[config.mk]
export PLATFORM = sky130hd
export DESIGN_NAME = multi_cycle_ctrl_flat
export DESIGN_NICKNAME = d
export VERILOG_FILES = /design/src/rtl/multi_cycle_ctrl_if.sv /design/src/rtl/multi_cycle_ctrl.sv /design/src/flat_wrapper.sv
export SDC_FILE = /design/constraint.sdc
export NUM_CORES = 1
export LEC_CHECK = 0
export CAP_MARGIN = 15
export CORE_UTILIZATION = 38
export CTS_CLUSTER_DIAMETER = 80
export DETAILED_ROUTE_END_ITERATION = 10
export PLACE_DENSITY = 0.75
export SLEW_MARGIN = 0
export SYNTH_ARGS = -nofsm -noshare
export SYNTH_HDL_FRONTEND = slang
export SYNTH_SLANG_ARGS = --single-unit
[constraint.sdc]
create_clock -name CLK -period 1.2 [get_ports CLK]
set_input_delay 0.12 -clock CLK [delete_from_list [all_inputs] [get_ports CLK]]
set_output_delay 0.12 -clock CLK [all_outputs]
set_load 0.01 [all_outputs]
[src/rtl/multi_cycle_ctrl_if.sv]
// Control bundle between the multi-cycle controller and its datapath.
// The datapath side drives opcode and ALU flag; the controller drives enables, selects and debug state.
interface multi_cycle_ctrl_if;
    logic [5:0] op;
    logic       zero;
    logic       PCWre;
    logic       IRWre;
    logic       ExtSel;
    logic       ALUSrcB;
    logic       DBDataSrc;
    logic       RegWre;
    logic       WrRegDSrc;
    logic       mRD;
    logic       mWR;
    logic [1:0] RegDst;
    logic [1:0] PCSrc;
    logic [2:0] ALUOp;
    logic [2:0] state;

    modport master (
        output op, zero,
        input  PCWre, IRWre, ExtSel, ALUSrcB, DBDataSrc, RegWre, WrRegDSrc,
               mRD, mWR, RegDst, PCSrc, ALUOp, state
    );

    modport slave (
        input  op, zero,
        output PCWre, IRWre, ExtSel, ALUSrcB, DBDataSrc, RegWre, WrRegDSrc,
               mRD, mWR, RegDst, PCSrc, ALUOp, state
    );
endinterface

[src/rtl/multi_cycle_ctrl.sv]
// Multi-cycle CPU control FSM: sequences IF/ID/EXE/MEM/WB per opcode class and
// decodes datapath enables/selects combinationally from state and opcode.
//
//   state  | meaning
//   IF     | 000 fetch, IR write
//   ID     | 001 decode; jumps/NOP retire here; with halt_q set this is HALT
//   EXE_A  | 110 R/I arithmetic execute
//   EXE_B  | 101 branch compare, retires
//   EXE_L  | 010 load/store address calc
//   MEM    | 011 memory access; sw retires
//   WB_A   | 111 arithmetic write-back
//   WB_L   | 100 load write-back
module multi_cycle_ctrl (
    input  logic                 CLK,
    input  logic                 Reset,
    multi_cycle_ctrl_if.slave    bus
);
    typedef enum logic [2:0] {
        S_IF    = 3'b000,
        S_ID    = 3'b001,
        S_EXE_A = 3'b110,
        S_EXE_B = 3'b101,
        S_EXE_L = 3'b010,
        S_MEM   = 3'b011,
        S_WB_A  = 3'b111,
        S_WB_L  = 3'b100
    } state_t;

    localparam logic [5:0] OP_ADD   = 6'b000000;
    localparam logic [5:0] OP_SUB   = 6'b000001;
    localparam logic [5:0] OP_ADDIU = 6'b000010;
    localparam logic [5:0] OP_ANDI  = 6'b010000;
    localparam logic [5:0] OP_ORI   = 6'b010010;
    localparam logic [5:0] OP_SLTI  = 6'b100111;
    localparam logic [5:0] OP_SW    = 6'b110000;
    localparam logic [5:0] OP_LW    = 6'b110001;
    localparam logic [5:0] OP_BEQ   = 6'b110100;
    localparam logic [5:0] OP_BNE   = 6'b110101;
    localparam logic [5:0] OP_J     = 6'b111000;
    localparam logic [5:0] OP_JR    = 6'b111001;
    localparam logic [5:0] OP_JAL   = 6'b111010;
    localparam logic [5:0] OP_HALT  = 6'b111111;

    state_t state_q;
    logic   halt_q;

    logic is_arith, is_ls, is_br, is_jump, is_halt, is_nop, br_taken;

    always_comb begin
        is_arith = (bus.op == OP_ADD) || (bus.op == OP_SUB) || (bus.op == OP_ADDIU) ||
                   (bus.op == OP_ANDI) || (bus.op == OP_ORI) || (bus.op == OP_SLTI);
        is_ls    = (bus.op == OP_SW) || (bus.op == OP_LW);
        is_br    = (bus.op == OP_BEQ) || (bus.op == OP_BNE);
        is_jump  = (bus.op == OP_J) || (bus.op == OP_JR) || (bus.op == OP_JAL);
        is_halt  = (bus.op == OP_HALT);
        is_nop   = !(is_arith || is_ls || is_br || is_jump || is_halt);
        br_taken = ((bus.op == OP_BEQ) && bus.zero) || ((bus.op == OP_BNE) && !bus.zero);
    end

    always_ff @(posedge CLK or negedge Reset) begin
        if (!Reset) begin
            state_q <= S_IF;
            halt_q  <= 1'b0;
        end else begin
            case (state_q)
                S_IF:    state_q <= S_ID;
                S_ID: begin
                    // HALT shares the ID encoding; halt_q pins it there until reset
                    if (!halt_q) begin
                        if (is_jump || is_nop) state_q <= S_IF;
                        else if (is_br)        state_q <= S_EXE_B;
                        else if (is_ls)        state_q <= S_EXE_L;
                        else if (is_arith)     state_q <= S_EXE_A;
                        else                   halt_q  <= 1'b1;
                    end
                end
                S_EXE_A: state_q <= S_WB_A;
                S_EXE_B: state_q <= S_IF;
                S_EXE_L: state_q <= S_MEM;
                S_MEM:   state_q <= (bus.op == OP_LW) ? S_WB_L : S_IF;
                S_WB_A:  state_q <= S_IF;
                S_WB_L:  state_q <= S_IF;
                default: state_q <= S_IF;
            endcase
        end
    end

    always_comb begin
        bus.PCWre     = 1'b0;
        bus.IRWre     = 1'b0;
        bus.ExtSel    = 1'b0;
        bus.ALUSrcB   = 1'b0;
        bus.DBDataSrc = 1'b0;
        bus.RegWre    = 1'b0;
        bus.WrRegDSrc = 1'b0;
        bus.mRD       = 1'b0;
        bus.mWR       = 1'b0;
        bus.RegDst    = 2'b00;
        bus.PCSrc     = 2'b00;
        bus.ALUOp     = 3'b000;
        // Outputs are gated by Reset so the datapath sees a quiet bus while it is held low
        if (Reset) begin
            bus.IRWre     = (state_q == S_IF);
            bus.PCWre     = ((state_q == S_ID) && !halt_q && (is_jump || is_nop)) ||
                            (state_q == S_EXE_B) ||
                            ((state_q == S_MEM) && (bus.op == OP_SW)) ||
                            (state_q == S_WB_A) || (state_q == S_WB_L);
            bus.ExtSel    = !((bus.op == OP_ANDI) || (bus.op == OP_ORI));
            bus.ALUSrcB   = is_ls || (bus.op == OP_ADDIU) || (bus.op == OP_ANDI) ||
                            (bus.op == OP_ORI) || (bus.op == OP_SLTI);
            bus.DBDataSrc = (state_q == S_WB_L);
            bus.RegWre    = (state_q == S_WB_A) || (state_q == S_WB_L) ||
                            ((state_q == S_ID) && !halt_q && (bus.op == OP_JAL));
            bus.WrRegDSrc = (bus.op != OP_JAL);
            bus.mRD       = (state_q == S_MEM) && (bus.op == OP_LW);
            bus.mWR       = (state_q == S_MEM) && (bus.op == OP_SW);

            if ((bus.op == OP_ADD) || (bus.op == OP_SUB)) bus.RegDst = 2'b01;
            else if (bus.op == OP_JAL)                    bus.RegDst = 2'b10;

            if ((state_q == S_EXE_B) && br_taken)             bus.PCSrc = 2'b01;
            else if (bus.op == OP_JR)                         bus.PCSrc = 2'b10;
            else if ((bus.op == OP_J) || (bus.op == OP_JAL))  bus.PCSrc = 2'b11;

            case (bus.op)
                OP_SUB, OP_BEQ, OP_BNE: bus.ALUOp = 3'b001;
                OP_ORI:                 bus.ALUOp = 3'b011;
                OP_ANDI:                bus.ALUOp = 3'b100;
                OP_SLTI:                bus.ALUOp = 3'b110;
                default:                bus.ALUOp = 3'b000;
            endcase
        end
    end

    assign bus.state = state_q;
endmodule

[src/flat_wrapper.sv]
// flat-port wrapper written by rule: the top's interface ports become plain ports
module multi_cycle_ctrl_flat 
  (CLK, Reset, bus_op, bus_zero, bus_PCWre, bus_IRWre, bus_ExtSel, bus_ALUSrcB, bus_DBDataSrc, bus_RegWre, bus_WrRegDSrc, bus_mRD, bus_mWR, bus_RegDst, bus_PCSrc, bus_ALUOp, bus_state);
  multi_cycle_ctrl_if bus_i ();
  input  logic CLK;
  input  logic Reset;
  input wire logic [$bits(bus_i.op)-1:0] bus_op;
  input wire logic [$bits(bus_i.zero)-1:0] bus_zero;
  output wire logic [$bits(bus_i.PCWre)-1:0] bus_PCWre;
  output wire logic [$bits(bus_i.IRWre)-1:0] bus_IRWre;
  output wire logic [$bits(bus_i.ExtSel)-1:0] bus_ExtSel;
  output wire logic [$bits(bus_i.ALUSrcB)-1:0] bus_ALUSrcB;
  output wire logic [$bits(bus_i.DBDataSrc)-1:0] bus_DBDataSrc;
  output wire logic [$bits(bus_i.RegWre)-1:0] bus_RegWre;
  output wire logic [$bits(bus_i.WrRegDSrc)-1:0] bus_WrRegDSrc;
  output wire logic [$bits(bus_i.mRD)-1:0] bus_mRD;
  output wire logic [$bits(bus_i.mWR)-1:0] bus_mWR;
  output wire logic [$bits(bus_i.RegDst)-1:0] bus_RegDst;
  output wire logic [$bits(bus_i.PCSrc)-1:0] bus_PCSrc;
  output wire logic [$bits(bus_i.ALUOp)-1:0] bus_ALUOp;
  output wire logic [$bits(bus_i.state)-1:0] bus_state;
  assign bus_i.op = bus_op;
  assign bus_i.zero = bus_zero;
  assign bus_PCWre = bus_i.PCWre;
  assign bus_IRWre = bus_i.IRWre;
  assign bus_ExtSel = bus_i.ExtSel;
  assign bus_ALUSrcB = bus_i.ALUSrcB;
  assign bus_DBDataSrc = bus_i.DBDataSrc;
  assign bus_RegWre = bus_i.RegWre;
  assign bus_WrRegDSrc = bus_i.WrRegDSrc;
  assign bus_mRD = bus_i.mRD;
  assign bus_mWR = bus_i.mWR;
  assign bus_RegDst = bus_i.RegDst;
  assign bus_PCSrc = bus_i.PCSrc;
  assign bus_ALUOp = bus_i.ALUOp;
  assign bus_state = bus_i.state;
  multi_cycle_ctrl u_core (.CLK(CLK), .Reset(Reset), .bus(bus_i));
endmodule
==> results.ini, run 1 <==
[placed_design]
dp_hpwl_mm=1.913
port_buffers=27
placedCellCount=170
gp_congestion=0.9307
postPlaceCellArea_mm2=0.001237

[clock_network]
cts_num_sinks=4
cts-root-buf=clkbuf_4
ctsLongestPathBuffers=2
ctsHtreeMaxLevel=1
cts_buffers=3

[outcome]
failed_stage=global routing (5_1_grt)
outcome=did not finish
error=[ERROR DPL-0038] Utilization greater than 100%, impossible to legalize

[logic_synthesis]
ys_seq_elements=4
ys_seq_area_share_pct=14.63
syn_nets=101
avgSynthCellArea_um2=7.439
synth_ff_type=dfrtp_1
synth_edf_count=0
synthArstFlopShare_pct=100.0
ys_warn_count=0
netlist_area_um2=684.4
yosysUniqueCellTypes=43
syn_inst=92

[floorplanning]
dieWidth_um=44.44
io_pins=28
die_h_um=44.44
start_util_pct=42.94
rows=14

[global_route]
grt_max_degree=13

[timing]
endpoint_type=primary output
worst_endpoint=bus_PCSrc[0]

[per-stage QoR]
stage	hold slack, ns	setup WS, ns
2_1_floorplan	-0.1756	-0.03276
3_3_place_gp	0.4914	-0.9631
3_5_place_dp	0.4868	-1.027
4_1_cts	0.005565	-0.4094
[logic make-up after synthesis]
logic type,count (synthesis),synth area share (%)
compound gates,24,28.70
xor+xnor,2,2.560
simple gates,49,44.79
flops,4,14.63
buf+inv,13,9.322
[synthesized netlist by cell type, types with 3 or more instances]
cell type	count	area (µm²)
nor3_1	7	35.03
nor2_1	10	37.54
buf_2	3	15.01
dfrtp_1	4	100.1
nand2_1	3	11.26
nand2b_1	5	31.28
nor4b_1	3	26.28
buf_4	3	22.52
o21ai_0	3	15.01
a21oi_1	5	25.02
inv_1	6	22.52
[repair_timing]
action	in CTS
hold buffers	1
hold endpoints to repair	2
setup endpoints to repair	23
pin swaps	14
setup buffers	8
cloned	2
resized for setup	140
==> inputs of run 2 (changes only) <==
Settings changed: CORE_AREA set to 2 2 63 65, CORE_UTILIZATION 38 to unset, CTS_CLUSTER_DIAMETER 80 to unset, DIE_AREA set to 0 0 65 67, PLACE_DENSITY 0.75 to unset, PLACE_DENSITY_LB_ADDON set to 0.15.
Clock period 1.2 ns to 1.55 ns, I/O delays scaled along.
==> results.ini, run 2 <==
[worst_setup_path]
worstSetupEndpointType=output pin
crit_type=reg -> out
startpoint_type=flip-flop
r2r_setup_slack_ns=0.29
cpPeakStageDelay_ns=0.43
cp.required_ns=1.39
worstPathArrival_ns=1.38
slowest_stage=dfrtp_2
worstPathCellList=buf_6 -> nor3_4 -> nor3b_2 -> o21a_1 -> buf_2
cp_max_fo=3

[timing]
tns_ns=0
tightestPinTransition_ns=0.2523
min_period_ns=1.538
hold_ws_ns=0.1300
finalMaxSlewViolations=0
fin_skew_ns=0.002210
maxSlewHeadroom_pct=83.05
hold_viol=0
period_share_pct=99.22
rsz0062_at_grt=true
setup_viol=0
fmax_mhz=650.2

[clock_network]
cts.clk_slew.worst_paths_ns=0.03
ctsHtreeMaxLevel=1  ; unchanged
cts_tree=yes
clk_latency_ns=0.21
ctsLongestPathBuffers=2  ; unchanged
cts-root-buf=clkbuf_8
hold_buffers=0  ; -1
cts_buffers=3  ; unchanged
cts_num_sinks=4  ; unchanged

[cells_and_area]
final-seq-area_um2=101.3
final_common_cell=buf_4
finalNetCount=168
n_fill_cell=389
syn_to_final_growth_pct=107.1
n_antenna_cell=0
multi_input_area_um2=641.9
fin_cells=205
largest_reg_flops=3
final_cell_mix=buf_4 (35), buf_2 (13), nor2_1 (10)
layout-drive-gt1-share_pct=56.69

[global_route]
grt_pass1_wl_mm=4.215
grt.total_usage_pct=12.30
grt-ovfl-total=0
grt_max_degree=11
antenna_found_initial=0
grt_pass1_vias=927

[drt]
drc=0
routed_wl_mm=2.587
wl_per_cell_um=12.62
first_pass_iters=4
detail-route-antenna-nets=0
vias=937
drt_iter0_drc=32
avgViaCountPerCell=4.571

[logic_synthesis]
yosys-top-cells-area=dfrtp_1 (15%), nor2_1 (5.5%), nor3_1 (5.1%), nand2b_1 (4.6%), nor4b_1 (3.8%)
synth_most_common_cell=nor2_1
syn_nets=101  ; unchanged
ys_top_cells_by_count=nor2_1 (10), nor3_1 (7), inv_1 (6)
ys_seq_area_share_pct=14.63  ; unchanged
avgSynthCellArea_um2=7.439  ; unchanged
syn_inst=92  ; unchanged
ys_warn_count=0  ; unchanged
netlist_area_um2=684.4  ; unchanged
synthArstFlopShare_pct=100.0  ; unchanged
yosys.area.top_type=dfrtp_1
ys_seq_elements=4  ; unchanged
synth_ff_type=dfrtp_1
synth_edf_count=0  ; unchanged
yosysUniqueCellTypes=43  ; unchanged
yosysTopAreaCellShare_pct=14.63  ; unchanged

[placed_design]
gp_congestion=0.8441  ; -9.3%
placedCellCount=193  ; +14%
port_buffers=27  ; unchanged
dp_hpwl_mm=1.899  ; -0.76%

[floorplanning]
start_util_pct=18.98  ; -24 points
coreArea_mm2=0.003606
die_h_um=67  ; +51%
rows=22  ; +8
dieArea_mm2=0.004355
io_pins=28  ; unchanged
dieWidth_um=65  ; +46%

[power_and_ir_drop]
p_leak_nw=0.6451
total_power_mw=0.5109
p_per_area_mw_per_mm2=360.4
peakVddDrop_mv=0.1878

[job]
max-cap-violations=0

[worst_hold_path]
hold_path_class=in -> async

[outcome]
outcome=completed

-- run 2: cell counts after synthesis --
No cell type changed its count.
-- run 2: final timing paths --
| kind | endpoint | cells after the start | start |
|---|---|---|---|
| setup / recovery | bus_PCWre | 5 | u_core.bus.state[1] |
| hold / removal | u_core.bus.state[2] | 3 | Reset |
| setup reg to reg | u_core.bus.state[1] | 5 | u_core.bus.state[1] |
| hold reg to reg | u_core.halt_q | 2 | u_core.halt_q |
| max in group asynchronous | u_core.bus.state[1] | 3 | Reset |
| min in group CLK | u_core.bus.state[1] | 5 | bus_op[4] |
-- run 2: routing by layer --
| metal | global-route usage (%) | vias up | wire, µm | part of all wire [%] |
|---|---|---|---|---|
| met5 | 0 | - | 0 | 0 |
| met4 | 1.596 | 0 | 0 | 0 |
| met3 | 1.858 | 0 | 70 | 2.7 |
| met2 | 22.16 | 14 | 1330 | 51 |
| met1 | 15.79 | 450 | 1186 | 46 |
| li1 | - | 473 | - | - |
-- run 2: cells by family (layout without fill, tap and decap cells) --
| kind of cell | count (synthesis) | after routing | synth area share (%) |
|---|---|---|---|
| DFF | 4 | 4 | 14.63 |
| buffers and inverters | 13 | 78 | 9.322 |
| xor gates and xnor gates | 2 | 2 | 2.560 |
| AOI/OAI and AO/OA | 24 | 24 | 28.70 |
| and+or+nand+nor | 49 | 49 | 44.79 |
-- run 2: layout make-up --
cell class	instances	area share, %
flip-flops and latches	4	7.149
inverters	6	1.589
well taps	48	4.237
repair buffers	69	38.83
multi-input cells	75	45.28
clock buffers	3	2.913
-- run 2: power breakdown --
| part | internal [mW] | switching (mW) |
|---|---|---|
| clock network | 0.165 | 0.0479 |
| logic | 0.0966 | 0.0962 |
| registers | 0.105 | 0 |
| total | 0.367 | 0.144 |
-- run 2: critical path: cells and delay by family, from the launching register on --
kind                   cells  cell delay [ns]
buffers and inverters      2             0.25
and+or+nand+nor            2             0.35
DFF                        1             0.43
AOI/OAI and AO/OA          1             0.13
-- run 2: repair_timing --
item,CTS,global route
gates cloned,1,0
buffers inserted,5,3
hold endpoints to repair,0,0
pin swaps,5,3
setup endpoints to repair,21,9
gates resized for setup,91,15
-- run 2: per-stage QoR --
step                util (%)  setup WS (ns)  area, µm²
floorplan                  -        0.09026      684.4
global placement       33.87        -0.7858       1221
detailed placement     33.87        -0.7665       1221
CTS                    37.65       -0.02787       1358
global route           39.31       -0.08261       1418
finish                 39.31        0.01204       1418
Power figures use the tool's default switching activity.
==> inputs of run 3 (changes only) <==
Settings changed: ABC_CLOCK_PERIOD_IN_PS set to 1550, CORE_AREA 2 2 63 65 to 8 8 69 71, DIE_AREA 0 0 65 67 to 0 0 77 79, REMOVE_ABC_BUFFERS set to 1.
==> results.ini, run 3 (synthesis gave the netlist of run 2 again) <==
[outcome]
outcome=completed

[timing]
rsz0062_at_grt=true
period_share_pct=98.87  ; -0.35 points
hold_ws_ns=0.03284  ; -0.09712 ns
maxSlewHeadroom_pct=82.29  ; -0.76 points
tns_ns=0  ; unchanged
fin_skew_ns=0.002816  ; +0.0006063 ns
fmax_mhz=652.5  ; +0.35%
hold_viol=0  ; unchanged
tightestPinTransition_ns=0.2636  ; +0.01131 ns
finalMaxSlewViolations=0  ; unchanged
min_period_ns=1.533  ; -0.005407 ns
fin_ws_ns=0.01744  ; +0.005407 ns
setup_viol=0  ; unchanged

[global_route]
grt_pass1_vias=1033  ; +11%
grt.total_usage_pct=9.284  ; -3.0 points
grt_pass1_wl_mm=4.830  ; +15%
antenna_found_initial=0  ; unchanged
grt_max_degree=12  ; +1
grt-ovfl-total=0  ; unchanged

[drt]
drc=0  ; unchanged
vias=926  ; -1.2%
wl_per_cell_um=13.75  ; +9.0%
drt_iter0_drc=39  ; +22%
routed_wl_mm=2.805  ; +8.4%
first_pass_iters=4  ; unchanged
avgViaCountPerCell=4.539  ; -0.69%
detail-route-antenna-nets=0  ; unchanged

[placed_design]
dp_hpwl_mm=2.082  ; +9.6%
port_buffers=27  ; unchanged
gp_congestion=0.7599  ; -10%
place_ws_ns=-0.7971  ; -0.03059 ns
postPlaceCellArea_mm2=0.001224  ; +0.20%
placedCellCount=195  ; +1.0%

[power_and_ir_drop]
p_leak_nw=0.6281  ; -2.6%
total_power_mw=0.5097  ; -0.23%
p_per_area_mw_per_mm2=369.3  ; +2.5%
peakVddDrop_mv=0.1391  ; -26%

[clock_network]
hold_buffers=0  ; unchanged
ctsLongestPathBuffers=2  ; unchanged
cts.clk_slew.worst_paths_ns=0.03  ; about the same
cts_tree=yes
ctsHtreeMaxLevel=1  ; unchanged
cts_buffers=3  ; unchanged
cts_num_sinks=4  ; unchanged
clk_latency_ns=0.22  ; about the same
cts-root-buf=clkbuf_8

[cells_and_area]
final_core_util_pct=36.33  ; -3.0 points
n_fill_cell=428  ; +10%
final_cell_mix=buf_4 (34), buf_2 (12), nor2_1 (9)
layout-drive-gt1-share_pct=53.90  ; -2.8 points
n_antenna_cell=0  ; unchanged
largest_reg_flops=3  ; unchanged
final_common_cell=buf_4
multi_input_area_um2=640.6  ; -0.20%
final-seq-area_um2=101.3  ; unchanged
syn_to_final_growth_pct=101.6
fin_cells=204  ; -0.49%
fin_area_mm2=0.001380  ; -2.6%
finalNetCount=165  ; -1.8%

[worst_hold_path]
hold_path_class=in -> async

[floorplanning]
rows=23  ; +4.5%
coreArea_mm2=0.003799  ; +5.3%
io_pins=28  ; unchanged
start_util_pct=18.02  ; -0.96 points
die_h_um=79  ; +18%
dieWidth_um=77  ; +18%
dieArea_mm2=0.006083  ; +40%

[worst_setup_path]
worstPathArrival_ns=1.38  ; about the same
cpPeakStageDelay_ns=0.34  ; -0.09 ns
worstPathCellList=buf_6 -> nor2b_4 -> nand4b_1 -> a221oi_2 -> buf_2
worstSetupEndpointType=output pin
worst-path-buf-inv=2  ; unchanged
cp_max_fo=7  ; +4
startpoint_type=flip-flop
crit_type=reg -> out
cp.required_ns=1.39  ; about the same
cp_top_family=flip-flops
slowest_stage=dfrtp_1

[job]
max-cap-violations=0  ; unchanged

## run 3: worst reg2reg max path, delay by kind of cell (launching register included)
| family | cells | cell delay, ns |
|---|---|---|
| buffers and inverters | 1 | 0.14 |
| AND/OR/NAND/NOR | 2 | 0.30 |
| flip-flops | 1 | 0.37 |
| AO/OA/AOI/OAI | 2 | 0.34 |
## run 3: metal layers
layer / GRT usage [%] / routed length (µm)
met5: 0 / 0
met4: 2.830 / 0
met3: 1.129 / 73
met2: 17.84 / 1547
met1: 10.39 / 1183
## run 3: final timing paths
check	cells after the start	endpoint	start	slack (ns)
worst max-delay path	5	bus_PCSrc[0]	u_core.bus.state[2]	0.02
worst min-delay path	2	u_core.halt_q	Reset	0.03
worst max register to register	5	u_core.bus.state[1]	u_core.bus.state[2]	0.32
worst min register to register	3	u_core.halt_q	u_core.halt_q	0.59
max in group asynchronous	2	u_core.bus.state[1]	Reset	1.39
min in group CLK	5	u_core.bus.state[1]	bus_op[5]	0.58
## run 3: what timing repair did
item	in CTS	in global routing
setup endpoints to repair	20	12
hold endpoints to repair	0	0
cloned	1	0
setup buffers	5	0
gates resized for setup	90	11
pin swaps	4	3
## run 3: final cells by class
class | count | share of cell area (%)
Inverter | 6 | 1.813
Timing Repair Buffer | 66 | 36.90
Clock buffer | 3 | 2.992
Sequential cell | 4 | 7.344
Tap cell | 50 | 4.533
Multi-Input combinational cell | 75 | 46.42
## run 3: power by group
| group | switching [mW] | internal (mW) | leakage (nW) | total [mW] |
|---|---|---|---|---|
| registers | 0 | 0.105 | 0.0438 | 0.105 |
| logic | 0.0965 | 0.0920 | 0.563 | 0.188 |
| clock network | 0.0508 | 0.165 | 0.0216 | 0.216 |
| total | 0.147 | 0.362 | 0.628 | 0.510 |
